--- src/rtl/alu_arbiter.sv ---
// -----------------------------------------------------------------------------
// alu_arbiter
//
// Two independent requesters share one ALU through round-robin arbitration.
// An accepted operation is captured in a one-entry operand register (exec),
// evaluated by the ALU during the following cycle, and written into that
// requester's result holding register. The result stays there until the
// requester pops it. Each port may have at most one operation in flight, so
// the aggregate peak is one ALU op per cycle with the two ports alternating.
//
// Ports
//   clk          rising-edge clock for all state
//   reset        synchronous, active-high; clears all state
//   req0_valid   port 0 presents an operation
//   req0_ready   port 0 operation accepted this cycle (combinational grant)
//   req0_A/B     port 0 operands (32 bit)
//   req0_op      port 0 opcode (3 bit)
//   rsp0_valid   port 0 result is held
//   rsp0_data    port 0 result (32 bit)
//   rsp0_ready   port 0 consumes its held result
//   req1_*/rsp1_*  identical set for port 1
//   busy         the operand register holds an in-flight operation
//
// Opcodes: 000 add, 001 sub, 010 and, 011 or, 100 srl, 101 sra,
//          110/111 result 0.
// -----------------------------------------------------------------------------

// -----------------------------------------------------------------------------
// alu
//
// Purely combinational 32-bit ALU.
//   a, b  operands
//   op    opcode (encoding above)
//   c     result
// Shifts look at the full 32-bit shift amount: any amount of 32 or more
// shifts every bit out (zero for srl, sign fill for sra).
// -----------------------------------------------------------------------------
module alu (
    input  logic [31:0] a,
    input  logic [31:0] b,
    input  logic [2:0]  op,
    output logic [31:0] c
);

    logic        shift_all_out;
    logic [31:0] sra_result;

    // Any set bit above bit 4 means the shift amount is at least 32.
    assign shift_all_out = |b[31:5];
    assign sra_result    = $signed(a) >>> b[4:0];

    always_comb begin
        c = 32'd0;
        case (op)
            3'b000:  c = a + b;
            3'b001:  c = a - b;
            3'b010:  c = a & b;
            3'b011:  c = a | b;
            3'b100:  c = shift_all_out ? 32'd0 : (a >> b[4:0]);
            3'b101:  c = shift_all_out ? {32{a[31]}} : sra_result;
            default: c = 32'd0;
        endcase
    end

endmodule

module alu_arbiter (
    input  logic        clk,
    input  logic        reset,

    input  logic        req0_valid,
    output logic        req0_ready,
    input  logic [31:0] req0_A,
    input  logic [31:0] req0_B,
    input  logic [2:0]  req0_op,
    output logic        rsp0_valid,
    output logic [31:0] rsp0_data,
    input  logic        rsp0_ready,

    input  logic        req1_valid,
    output logic        req1_ready,
    input  logic [31:0] req1_A,
    input  logic [31:0] req1_B,
    input  logic [2:0]  req1_op,
    output logic        rsp1_valid,
    output logic [31:0] rsp1_data,
    input  logic        rsp1_ready,

    output logic        busy
);

    // Operand register holding the operation the ALU evaluates this cycle.
    logic        exec_valid;
    logic        exec_id;
    logic [31:0] exec_A;
    logic [31:0] exec_B;
    logic [2:0]  exec_op;

    // Id of the most recent grant; the other port wins the next tie.
    logic        last;

    logic [31:0] alu_c;

    logic        outstanding0;
    logic        outstanding1;
    logic        eligible0;
    logic        eligible1;
    logic        grant_valid;
    logic        grant_id;

    logic        write_rsp0;
    logic        write_rsp1;

    alu u_alu (
        .a  (exec_A),
        .b  (exec_B),
        .op (exec_op),
        .c  (alu_c)
    );

    // A port is outstanding while its op sits in exec or its result is held.
    // A result being popped this cycle no longer counts, so the port can be
    // granted again in the same cycle it consumes its previous result.
    assign outstanding0 = (exec_valid && (exec_id == 1'b0)) || (rsp0_valid && !rsp0_ready);
    assign outstanding1 = (exec_valid && (exec_id == 1'b1)) || (rsp1_valid && !rsp1_ready);

    assign eligible0 = req0_valid && !outstanding0;
    assign eligible1 = req1_valid && !outstanding1;

    // Round-robin grant. Reset masks the grant so that nothing is reported
    // as accepted on an edge that is about to clear the operand register.
    always_comb begin
        grant_valid = 1'b0;
        grant_id    = 1'b0;
        if (!reset) begin
            if (eligible0 && eligible1) begin
                grant_valid = 1'b1;
                grant_id    = ~last;
            end else if (eligible0) begin
                grant_valid = 1'b1;
                grant_id    = 1'b0;
            end else if (eligible1) begin
                grant_valid = 1'b1;
                grant_id    = 1'b1;
            end
        end
    end

    assign req0_ready = grant_valid && (grant_id == 1'b0);
    assign req1_ready = grant_valid && (grant_id == 1'b1);

    // Operand capture. Operands are only loaded on a grant; otherwise they
    // keep their old value and exec_valid drops, idling the ALU.
    always_ff @(posedge clk) begin
        if (reset) begin
            exec_valid <= 1'b0;
            exec_id    <= 1'b0;
            exec_A     <= 32'd0;
            exec_B     <= 32'd0;
            exec_op    <= 3'd0;
            last       <= 1'b1;
        end else if (grant_valid) begin
            exec_valid <= 1'b1;
            exec_id    <= grant_id;
            exec_op    <= grant_id ? req1_op : req0_op;
            exec_A     <= grant_id ? req1_A  : req0_A;
            exec_B     <= grant_id ? req1_B  : req0_B;
            last       <= grant_id;
        end else begin
            exec_valid <= 1'b0;
        end
    end

    assign write_rsp0 = exec_valid && (exec_id == 1'b0);
    assign write_rsp1 = exec_valid && (exec_id == 1'b1);

    // Port 0 result holder. A new result takes priority over a pop; the
    // one-outstanding rule keeps both from happening on the same edge.
    always_ff @(posedge clk) begin
        if (reset) begin
            rsp0_valid <= 1'b0;
            rsp0_data  <= 32'd0;
        end else if (write_rsp0) begin
            rsp0_valid <= 1'b1;
            rsp0_data  <= alu_c;
        end else if (rsp0_valid && rsp0_ready) begin
            rsp0_valid <= 1'b0;
        end
    end

    // Port 1 result holder, same behaviour as port 0.
    always_ff @(posedge clk) begin
        if (reset) begin
            rsp1_valid <= 1'b0;
            rsp1_data  <= 32'd0;
        end else if (write_rsp1) begin
            rsp1_valid <= 1'b1;
            rsp1_data  <= alu_c;
        end else if (rsp1_valid && rsp1_ready) begin
            rsp1_valid <= 1'b0;
        end
    end

    assign busy = exec_valid;

endmodule

--- config.mk ---
export PLATFORM = sky130hd
export DESIGN_NAME = alu_arbiter
export DESIGN_NICKNAME = d
export VERILOG_FILES = /design/src/rtl/alu_arbiter.sv
export SDC_FILE = /design/constraint.sdc
export NUM_CORES = 1
export LEC_CHECK = 0
export CORE_MARGIN = 4
export CORE_UTILIZATION = 57
export DETAILED_ROUTE_END_ITERATION = 6
export PLACE_DENSITY = 0.87
export SLEW_MARGIN = 30
export SYNTH_ARGS = -nofsm -noshare
export SYNTH_HDL_FRONTEND = slang
export SYNTH_SLANG_ARGS = --single-unit
--- constraint.sdc ---
create_clock -name clk -period 7.8 [get_ports clk]
set_input_delay 1.17 -clock clk [delete_from_list [all_inputs] [get_ports clk]]
set_output_delay 1.17 -clock clk [all_outputs]
set_load 0.1 [all_outputs]
==> results.yml, run 1 <==
timing:
  fmax_mhz: 209
  final.setup.tns_ns: 0
  finalHoldViolCount: 0
  whs_ns: 0.487
  tightest_slew_ns: 1.04
  rsz0062_at_grt: "false"
  finalCriticalPeriod_ns: 4.77
  fin_crit_sh_pct: 61.2
  slew_violations: 0
  setup_slack_ns: 3.03
  relSlewSlack_pct: 30.5
  setup_viol: 0
  fin_skew_ns: 0.0131
place:
  portBuffers: 208
  dpl_cell_area_um2: 12700
  pre_cts_slack_ns: 2.93
  hpwl_um: 29900
  gp_congestion: 1.11
clock_tree:
  root_buffer: "clkbuf_16"
  worst_skew_pair.late_latency_ns: 0.44
  ctsResizeCount: 0
  post_cts_buffers: 0
  cts_made_buffers: 17
  cts_max_level: 4
  clkTransAtPathRegs_ns: 0.06
  cts_buffer_depth: 2
  clkSinkCount: 136
  cts-hold-fix-buffers: 0
  cts_tree: "done"
power:
  power.share.clock_pct: 26.2
  switchingPower_uw: 1500
  combPwrFrac_pct: 47.1
  swShare_pct: 44.7
  cellLeakagePower_uw: 0.00528
  ir_drop_v: 0.000144
  p_int_uw: 1850
  p_seq_share_pct: 26.7
  powerDensity_nw_per_um2: 250
routing:
  num_vias: 11600
  vias_per_cell: 6.70
  avgRoutedWirePerCell_um: 22.7
  routed_wl_um: 39300
  met3_length_um: 4300
  drt-met1-wl_um: 15700
  route.met2.wl_um: 17400
  drt_iter0_drc: 1594
  dr.pass1.iters: 7
  drtAntennaViolNets: 0
  drc: 1
  top_layer: "met4"
floorplanning:
  die_h_um: 145
  rows: 49
  core-area_um2: 18200
  pin_count: 209
  initial_core_util_pct: 58.6
  die_w_um: 145
  dieArea_um2: 21000
global_route:
  grt_first_pass_wirelength_um: 60200
  gr-total-overflow: 0
  grt_usage_pct: 37.2
  grt_max_degree: 98
  antenna_found_initial: 0
  first_global_vias: 10700
final_layout:
  drive_above_1_share_pct: 7.52
  register_area_um2: 2730
  finalCoreUtilization_pct: 73.4
  multiInputGateArea_um2: 7470
  layout.nets: 1665
  synthToLayoutAreaGrowth_pct: 25.4
  n_antenna_cell: 0
  design_area_um2: 13400
  fillers: 1403
  final_common_cell: "nor2_1"
  final_cell_mix: "216 x nor2_1, 207 x clkdlybuf4s50_1, 134 x dfxtp_1"
yosys:
  yosys_warnings: 0
  synth_edf_count: 0
  syn_inst: 1354
  async_reset_ff_share_pct: 0
  synth_cell_types: 71
  synth_nets: 1529
  synthFlopType: "dfxtp_1"
  synth_seq_area_share_pct: 25.5
  syn-mean-instance-area_um2: 7.88
  synth_seq_cells: 136
  synth.cell_area_um2: 10700
worst_setup_path:
  arrival_ns: 3.60
  setup.worst_path.start: "rsp0_ready"
  cp_max_fo: 11
  endpoint_kind: "output pin"
  regToRegSetupSlack_ns: 3.03
  cp.required_ns: 6.63
  worst-setup-path-type: "input pin to output pin"
  start_kind: "input pin"
  ff2ff_path_depth: 13
  r2r_end: "rsp0_data[19]$_SDFFE_PP0P_"
  r2r_start: "exec_op[0]$_SDFFE_PP0P_"
hold_path:
  hold_depth: 2
  min_from: "rsp1_data[4]$_SDFFE_PP0P_"
  hp-class: "flip-flop to flip-flop"
  hold_path_end: "rsp1_data[4]$_SDFFE_PP0P_"
job:
  cap_violations: 0
status:
  status: "finished, violations left"
  failed_checks: "design-rule violations"
stage by stage:
step / cells / total power, µW
after floorplan: 1354 / 1960
after global placement: 1700 / 2410
after detailed placement: 1700 / 2430
after CTS: 1731 / 3300
after global routing: 1731 / 3480
final: 1731 / 3340
cells by family after synthesis:
logic type | count (synthesis) | share of synthesized area, %
AND/OR/NAND/NOR | 470 | 19.9
adder cells (fa/ha/maj) | 52 | 5.77
flip-flops | 136 | 25.5
XOR/XNOR | 46 | 3.78
AO/OA/AOI/OAI | 389 | 24.4
buffers and inverters | 128 | 4.74
multiplexers | 133 | 15.9
worst max-delay path, stage by stage:
cell and delay (ns):
clkdlybuf4s50_1 0.45, inv_1 0.04, a21oi_1 0.26, nand3_1 0.20, nand2_4 0.21, and2_1 0.15
clkdlybuf4s50_1 1.13
worst max-delay path by stage:
stage / to / slack (ns) / depth (start not counted)
after floorplan: req1_ready / 3.41 / 6
final: req0_ready / 3.03 / 7
after CTS: rsp0_data[19]$_SDFFE_PP0P_ / 2.91 / 13
after global routing: rsp1_data[19]$_SDFFE_PP0P_ / 2.70 / 13
after global placement: rsp0_data[19]$_SDFFE_PP0P_ / 3.03 / 13
after detailed placement: rsp0_data[19]$_SDFFE_PP0P_ / 2.93 / 13
cell type report:
cell class	instances	share of cell area, %
clock buffers	18	3.28
inverters	22	0.618
multi-input cells	1090	55.8
flip-flops and latches	136	20.4
well taps	229	2.14
repair buffers	223	16.4
clock inverters	13	1.36
power groups by stage:
stage | combinational (µW) | sequential, µW | clock (µW)
floorplan | 884 | 1070 | 0
global placement | 1510 | 894 | 0
detailed placement | 1530 | 897 | 0
CTS | 1540 | 882 | 876
global route | 1670 | 896 | 908
finish | 1580 | 891 | 877
flip-flops by register name, summed over array words and instances, names as in the netlist:
name	flops
rsp0_data	32
rsp1_valid	1
rsp0_valid	1
exec_B	32
last	1
rsp1_data	32
exec_A	32
exec_id	1
busy	1
exec_op	3
synthesized netlist by cell type, drive strengths merged (9+ instances only):
library cell  instances  share of area (%)
xor2                 21                1.7
mux2                 12                1.3
nor2b                 9               0.53
or4                  10               0.77
nand4                 9               0.53
nor3                 38                1.9
xnor2                25                2.1
o21ai                78                3.7
a211oi              120                8.4
o21a                  9               0.63
nand2b               10               0.59
clkbuf               77                2.7
buf                  29                1.2
a21oi                80                3.8
dfxtp               136                 26
inv                  21               0.74
a311oi                9               0.74
o211ai               12               0.84
ha                   34                4.0
mux2i                93                8.7
nand2               105                3.7
maj3                 17                1.6
a21o                 11               0.77
nor2                219                7.8
mux4                 28                5.9
nand3                28                1.3
metal layers:
metal / up-vias / track usage (%)
met3: 121 / 8.77
met5: - / 0
li1: 5299 / -
met2: 780 / 55.9
met1: 5394 / 50.9
met4: 0 / 16.6
Power figures use the tool's default switching activity.
==> run 2: changes to the inputs <==
--- a/config.mk
+++ b/config.mk
@@ -6,9 +6,9 @@
 export NUM_CORES = 1
 export LEC_CHECK = 0
 export CORE_MARGIN = 4
-export CORE_UTILIZATION = 57
+export CORE_UTILIZATION = 48
 export DETAILED_ROUTE_END_ITERATION = 6
-export PLACE_DENSITY = 0.87
+export PLACE_DENSITY = 0.78
 export SLEW_MARGIN = 30
 export SYNTH_ARGS = -nofsm -noshare
 export SYNTH_HDL_FRONTEND = slang
==> constraint.sdc (replaced) <==
create_clock -name clk -period 4.1 [get_ports clk]
set_input_delay 0.615 -clock clk [delete_from_list [all_inputs] [get_ports clk]]
set_output_delay 0.615 -clock clk [all_outputs]
set_load 0.1 [all_outputs]
==> run 2 against run 1 <==
Compared with the run above:
- the flow now finishes without violations
- clock power up 71%
- wire length rose by 3.5%
- core utilization down 9.2 points
- total power rose by 92%
- clock skew decreased by 0.0017 ns
- via count shrank 0.30%
- register-to-register slack got worse by 2.9 ns
- global-route usage fell by 5.0 points
- largest power group unchanged
==> results.yml, run 2 (synthesized netlist as in run 1, its figures left out) <==
final_layout:
  fillers: 1931
  final_cells: 1851
  layout.nets: 1733
  synthToLayoutAreaGrowth_pct: 31.4
  multiInputGateArea_um2: 7570
  final_cell_mix: "216 x nor2_1, 205 x clkdlybuf4s50_1, 135 x dfxtp_1"
  drive_above_1_share_pct: 12.9
  final_common_cell: "nor2_1"
  register_area_um2: 2720
  n_antenna_cell: 0
floorplanning:
  die_h_um: 157
  pin_count: 209
  initial_core_util_pct: 48.9
  dieArea_um2: 24700
  die_w_um: 157
  rows: 54
  core-area_um2: 21800
routing:
  num_vias: 11600
  avgRoutedWirePerCell_um: 22.0
  drt_iter0_drc: 1130
  vias_per_cell: 6.24
  drc: 0
  drtAntennaViolNets: 0
  routed_wl_um: 40700
  dr.pass1.iters: 6
clock_tree:
  cts_max_level: 4
  clkSinkCount: 136
  root_buffer: "clkbuf_16"
  cts_tree: "done"
  cts-hold-fix-buffers: 0
  clkTransAtPathRegs_ns: 0.07
  cts_buffer_depth: 2
  cts_made_buffers: 17
  worst_skew_pair.late_latency_ns: 0.44
timing:
  rsz0062_at_grt: "true"
  setup_viol: 0
  finalCriticalPeriod_ns: 3.98
  whs_ns: 0.474
  tightest_slew_ns: 1.00
  fmax_mhz: 251
  fin_crit_sh_pct: 97.0
  slew_violations: 0
  fin_skew_ns: 0.0114
  finalHoldViolCount: 0
  relSlewSlack_pct: 32.9
power:
  swShare_pct: 45.5
  p_int_uw: 3500
  ir_drop_v: 0.000212
  power.share.clock_pct: 23.4
  combPwrFrac_pct: 50.7
  powerDensity_nw_per_um2: 458
  p_seq_share_pct: 25.9
  cellLeakagePower_uw: 0.00563
  switchingPower_uw: 2920
worst_setup_path:
  ff2ff_path_depth: 16
  crit_slowest_cell: "or4_1"
  worst-path-buf-inv: 0
  crit_family: "simple AND/OR/NAND/NOR gates"
  regToRegSetupSlack_ns: 0.12
  arrival_ns: 4.27
  cp.required_ns: 4.39
  crit_top_cell: "and3_1"
  endpoint_kind: "flip-flop"
  cp_max_fo: 3
  worst-setup-path-type: "flip-flop to flip-flop"
  start_kind: "flip-flop"
  r2r_end: "rsp0_data[29]$_SDFFE_PP0P_"
  r2r_start: "exec_B[9]$_SDFFE_PP0P_"
  cp_cell_sequence: "or4_1 -> nor3_2 -> nand2b_1 -> nor2_4 -> nand3_2 -> o21ai_2 -> xor2_1 -> ha_1 -> and3_1 -> and3_1 -> a32oi_2 -> o211ai_1 -> nand3b_1 -> nor4b_1 -> a2111oi_2 -> a211oi_1"
  max_stage_delay_ns: 0.65
place:
  hpwl_um: 31500
  gp_congestion: 1.09
  dp.cells: 1818
  portBuffers: 208
status:
  status: "finished clean"
global_route:
  grt_usage_pct: 32.2
  first_global_vias: 10900
  grt_first_pass_wirelength_um: 61600
  grt_max_degree: 74
  antenna_found_initial: 0
  gr-total-overflow: 0
hold_path:
  hold_path_end: "rsp0_data[4]$_SDFFE_PP0P_"
  hp-class: "flip-flop to flip-flop"
  hold_depth: 2
  min_from: "rsp0_data[4]$_SDFFE_PP0P_"
job:
  cap_violations: 0
run 2: cell types whose count changed in the layout (fill, tap and decap cells not counted), sizes merged:
cell,change
clkinv,+3
buf,+70
clkdlybuf4s50,-2
clkinvlp,+2
clkbuf,-1
bufinv,-3
run 2: how the worst max path moves through the flow:
stage | start | end | slack (ns) | cells after the start
3_5_place_dp | exec_B[1]$_SDFFE_PP0P_ | rsp0_data[29]$_SDFFE_PP0P_ | -0.01 | 17
2_1_floorplan | exec_B[0]$_SDFFE_PP0P_ | rsp0_data[29]$_SDFFE_PP0P_ | 0.0009 | 20
3_3_place_gp | exec_B[1]$_SDFFE_PP0P_ | rsp1_data[29]$_SDFFE_PP0P_ | 0.14 | 17
4_1_cts | exec_B[1]$_SDFFE_PP0P_ | rsp0_data[27]$_SDFFE_PP0P_ | 0.007 | 17
6_report | exec_B[9]$_SDFFE_PP0P_ | rsp0_data[29]$_SDFFE_PP0P_ | 0.12 | 16
5_1_grt | exec_B[1]$_SDFFE_PP0P_ | rsp0_data[20]$_SDFFE_PP0P_ | -0.05 | 16
run 2: metal layers:
metal	vias up	wire (µm)	share of wire (%)	global-route usage (%)
met5	-	0	0	0
met4	0	1280	3.2	11.0
met3	76	3480	8.6	5.03
met2	613	18500	45	51.3
met1	5440	17400	43	44.6
li1	5430	-	-	-
run 2: worst register-to-register path, stage by stage (launching register included):
cell and delay [ns]:
dfxtp_1 0.31, or4_1 0.65, nor3_2 0.21, nand2b_1 0.14, nor2_4 0.14, nand3_2 0.12, o21ai_2 0.20, xor2_1 0.19
ha_1 0.27, and3_1 0.21, and3_1 0.21, a32oi_2 0.21, o211ai_1 0.11, nand3b_1 0.27, nor4b_1 0.21, a2111oi_2 0.27
a211oi_1 0.13
run 2: final cells by class:
type                       instances  area share, %
tap                              280           2.50
clock inverter                    15           1.00
timing repair buffer             291           19.4
clock buffer                      17           3.03
multi-input combinational       1090           54.0
sequential                       136           19.4
inverter                          22          0.589
run 2: per-stage QoR:
| stage | setup TNS, ns | power (µW) | cell area (µm²) | utilization (%) | worst slack [ns] |
|---|---|---|---|---|---|
| finish | 0 | 6420 | 14000 | 64.2 | 0.121 |
| detailed placement | -0.00993 | 4840 | 13300 | 61.1 | -0.00993 |
| global placement | 0 | 4820 | 13300 | 61.1 | 0.140 |
| CTS | 0 | 6350 | 13900 | 63.8 | 0.00714 |
| floorplan | 0 | 3730 | 10700 | - | 0.000904 |
| global route | -0.236 | 6720 | 14000 | 64.2 | -0.0480 |
run 2: power by group through the flow:
stage / sequential [µW] / combinational [µW] / clock (µW)
after floorplan: 2040 / 1690 / 0
after global placement: 1670 / 3140 / 0
after detailed placement: 1680 / 3160 / 0
after CTS: 1650 / 3180 / 1510
after global routing: 1670 / 3470 / 1580
final: 1660 / 3260 / 1500
run 2: what timing repair did:
item | CTS | global route
setup buffers | 1 | 0
pin swaps | 0 | 4
endpoints found under the setup margin | 2 | 26
gates resized for setup | 0 | 23
==> variant 1, RTL diff (settings of run 2) <==
Reset style: asynchronous (`reset`), changed in 3 clocked blocks.
--- a/src/rtl/alu_arbiter.sv
+++ b/src/rtl/alu_arbiter.sv
@@ -152,5 +152,5 @@
     // Operand capture. Operands are only loaded on a grant; otherwise they
     // keep their old value and exec_valid drops, idling the ALU.
-    always_ff @(posedge clk) begin
+    always_ff @(posedge clk or posedge reset) begin
         if (reset) begin
             exec_valid <= 1'b0;
@@ -177,5 +177,5 @@
     // Port 0 result holder. A new result takes priority over a pop; the
     // one-outstanding rule keeps both from happening on the same edge.
-    always_ff @(posedge clk) begin
+    always_ff @(posedge clk or posedge reset) begin
         if (reset) begin
             rsp0_valid <= 1'b0;
@@ -190,5 +190,5 @@
 
     // Port 1 result holder, same behaviour as port 0.
-    always_ff @(posedge clk) begin
+    always_ff @(posedge clk or posedge reset) begin
         if (reset) begin
             rsp1_valid <= 1'b0;
Function: differs if reset is asserted again (counterexample within 4 cycles, from zero or initial values and one cycle with reset high); with reset held inactive, the same outputs for 4 cycles.
==> variant 1 against run 2 <==
  * The run now ends with DRC left
  * Count of clock-buffer cells in the layout is 3 higher
  * Worst setup slack worse by 62 ps
  * Synthesized area is 1.9% lower
  * Fmax is 1.5% lower
  * Routed wire length is 1.4% lower
  * Final area is 0.29% higher
  * Sequential cell count stayed put
  * Non-clock buffer count is 10 higher
  * Critical path type unchanged
  * Critical endpoint is now rsp0_data[31]
  * Largest cell class unchanged
  * Highest routed layer unchanged
Power is not shown: default switching activity piles up to over one toggle a cycle in this logic, so the estimate is an artifact.
==> variant 1: results <==
group,metric,value,unit
layout,n_fill_cell,1826,
grt,grt_pass1_wl,61.2,mm
run_status,status,"complete, but fails checks",
detailed_routing,avgRoutedWirePerCell,22.9,um
placed_design,placed_cell_area,13200,um^2
logic_synthesis,synth_common_cells,"nand2_1 (177), o21ai_0 (148), dfrtp_1 (135)",
grt,grt_usage,0.323,
worst_setup_path,crit_slowest_cell,"or4_4",
placed_design,dp_hpwl,30.7,mm
layout,final_area,14100,um^2
logic_synthesis,synth.area.mux_share,0.0899,
logic_synthesis,syn_nets,1413,
logic_synthesis,synth_fa_ha_area_frac,0.0627,
layout,num-nonclk-buffers,301,
layout,nClkBuffers,20,
detailed_routing,routed_wl,40.1,mm
logic_synthesis,synth.area.top_cells,"dfrtp_1 (32%), o21ai_0 (7.1%), nand2_1 (6.4%)",
logic_synthesis,synth_flop_cell,"dfrtp_1",
cts,cts-resized-gates,5,
cts,cts_setup_buffers,1,
timing,hold_slack,475,ps
detailed_routing,drc_errors,10,
layout,layout.nets,1641,
layout,drive_gt1_frac,0.160,
detailed_routing,drtPass1Iterations,7,
logic_synthesis,synth_cell_type_count,83,
timing,tightest_slew,991,ps
min_path,holdCritStartpoint,"rsp1_data[26]",
detailed_routing,drtIter0Drc,1380,
logic_synthesis,synth_area,10500,um^2
layout,regArea,3410,um^2
logic_synthesis,synth_xor_xnor_area_share,0.0435,
detailed_routing,vias,11147,
layout,inverters,47,
placed_design,pre_cts_slack,-92.5,ps
layout,multi_input_area,6710,um^2
layout,bufAreaShareNonClock,0.200,
placed_design,place.gp.congestion,1.09,
worst_setup_path,slowest_delay,570,ps
logic_synthesis,synth-compound-area-share,0.268,
logic_synthesis,ys_seq_area_frac,0.325,
logic_synthesis,synth_cells,1238,
timing,clock_skew,14.2,ps
logic_synthesis,synthArstFlopShare,1.00,
run_status,violations,"DRC",
==> variant 1: cell types whose count changed after synthesis, moves of 11 or more <==
cell      delta
nor2_1     -145
dfxtp_1    -136
dfrtp_1    +135
a211oi_1   -107
nand2_1     +72
o21ai_0     +72
mux2i_1     -62
a222oi_1    +28
o22ai_1     +28
inv_1       +25
nor3_1      -16
nand3_1     -15
buf_1       -12
o21ai_1     +11
==> variant 1: path summary, 6_finish.rpt <==
check	end	slack, ps	depth (start not counted)
setup / recovery	rsp0_data[31]	60	14
hold / removal	rsp1_data[26]	470	2
setup reg to reg	rsp0_data[31]	60	14
hold reg to reg	rsp1_data[26]	470	2
max in group asynchronous	rsp1_data[29]	2690	3
min in group asynchronous	exec_A[10]	840	3
==> variant 1: per-layer routing <==
layer | up-vias | global-route usage | part of all wire
li1 | 5042 | - | -
met1 | 5282 | 0.477 | 0.43
met2 | 709 | 0.481 | 0.43
met3 | 114 | 0.0616 | 0.10
met4 | 0 | 0.103 | 0.034
met5 | - | 0 | 0
==> variant 2, RTL diff (flow settings as in run 2) <==
Made on the original files. Remove the case item `3'b000` of the case on `op`.
--- a/src/rtl/alu_arbiter.sv
+++ b/src/rtl/alu_arbiter.sv
@@ -53,5 +53,4 @@
         c = 32'd0;
         case (op)
-            3'b000:  c = a + b;
             3'b001:  c = a - b;
             3'b010:  c = a & b;
Function: changed (a bounded check fails within 4 cycles, from zero or initial values and one cycle with reset high).
==> variant 2 against run 2 <==
  * The flow now finishes with violations (DRC)
  * Sequential power shrank 3%
  * Die area grew 7.1%
  * Power shrank 7.0%
  * Synthesized area grew 7.5%
  * Combinational power shrank 15%
  * Sequential cell count is the same
  * Clock power grew 6%
  * Fmax grew 19%
  * Worst setup slack gained 630 ps
  * Routed wire length grew 5.3%
  * Final area grew 3.2%
==> variant 2: results <==
group,metric,value,unit
logic_synthesis,synth_cell_type_count,80,
detailed_routing,routed_wl,42.8,mm
logic_synthesis,syn_nets,1655,
layout,final_cells,1916,
cts,cts_setup_buffers,0,
placed_design,place.gp.congestion,1.02,
layout,n_fill_cell,2136,
logic_synthesis,synth_common_cells,"nor2_1 (210), dfxtp_1 (136), a211oi_1 (135)",
timing,tightest_slew,1010,ps
placed_design,dp_hpwl,33.3,mm
grt,grt_pass1_wl,65.4,mm
detailed_routing,drtIter0Drc,1535,
detailed_routing,drc_errors,1,
detailed_routing,vias,11861,
logic_synthesis,yosys_warnings,0,
layout,layout.nets,1820,
worst_setup_path,crit_family,"compound AO/OA/AOI/OAI gates",
grt,antenna_found_initial,1,
power,p_leak,0.00576,uW
logic_synthesis,synth.area.top_cells,"dfxtp_1 (24%), ha_1 (10%), a211oi_1 (8.8%)",
run_status,violations,"DRC",
run_status,status,"complete, but fails checks",
grt,grt_max_degree,73,
grt,grt_usage,0.316,
logic_synthesis,ys_seq_area_frac,0.237,
layout,drive_gt1_frac,0.0977,
logic_synthesis,synth_cells,1419,
logic_synthesis,synth_flop_cell,"dfxtp_1",
worst_setup_path,critPathArrivalTime,3630,ps
cts,cts-htree-levels,4,
timing,clock_skew,17.4,ps
power,ir_worst_vdd,187,uV
worst_setup_path,slowest_delay,660,ps
-- variant 2: cell types whose count changed in the layout (fill, tap and decap cells not counted), sizes merged, moves of 10 or more --
cell    delta
a211oi    +17
a21oi     +14
buf       -41
ha        +61
inv       +74
maj3      -17
nand2     -12
nand3     -12
nor3      -10
nor4      +11
o211ai    +13
o21ai     -36
xor2      -20
-- variant 2: cells by family (layout without fill, tap and decap cells) --
logic type,count (synthesis),in the layout,share of synthesized area
buf+inv,200,378,0.0701
simple gates,445,445,0.176
mux,134,134,0.158
fa+ha+maj,96,96,0.105
flops,136,136,0.237
compound gates,391,391,0.240
xor+xnor,17,17,0.0130
-- variant 2: final cells by class --
class                   instances  area share
inverters                      96      0.0249
well taps                     319      0.0276
multi-input cells            1083       0.551
repair buffers                250       0.167
clock buffers                  18      0.0297
clock inverters                14      0.0113
flip-flops and latches        136       0.188
-- variant 2: tightest hold or removal path: cells and delay by family (launching register included) --
family	cells	cell delay (ps)
AND/OR/NAND/NOR	1	70
AO/OA/AOI/OAI	1	70
flip-flops	1	330
-- variant 2: path summary, 6_finish.rpt --
| check | from | end | slack, ps | cells after the start |
|---|---|---|---|---|
| max | exec_A[1] | rsp0_data[13] | 750 | 9 |
| min | rsp1_valid | rsp1_valid | 490 | 2 |
| max reg2reg | exec_A[1] | rsp0_data[13] | 750 | 9 |
| min reg2reg | rsp1_valid | rsp1_valid | 490 | 2 |
-- variant 2: metrics by stage --
stage / setup WS (ps) / instance area [um^2]
after floorplan: 287 / 11500
after global placement: 896 / 13900
after detailed placement: 917 / 13900
after CTS: 881 / 14500
after global routing: 681 / 14500
final: 749 / 14500
-- variant 2: per-layer routing --
metal / vias up / GRT usage / routed length (um)
li1: 5493 / - / -
met1: 5527 / 0.450 / 18700
met2: 719 / 0.483 / 18500
met3: 120 / 0.0552 / 4080
met4: 2 / 0.115 / 1550
met5: - / 0 / 11
-- variant 2: power by group --
group / internal (uW) / switching, uW
logic: 1000 / 1770
registers: 1450 / 159
clock network: 912 / 682
total: 3360 / 2620
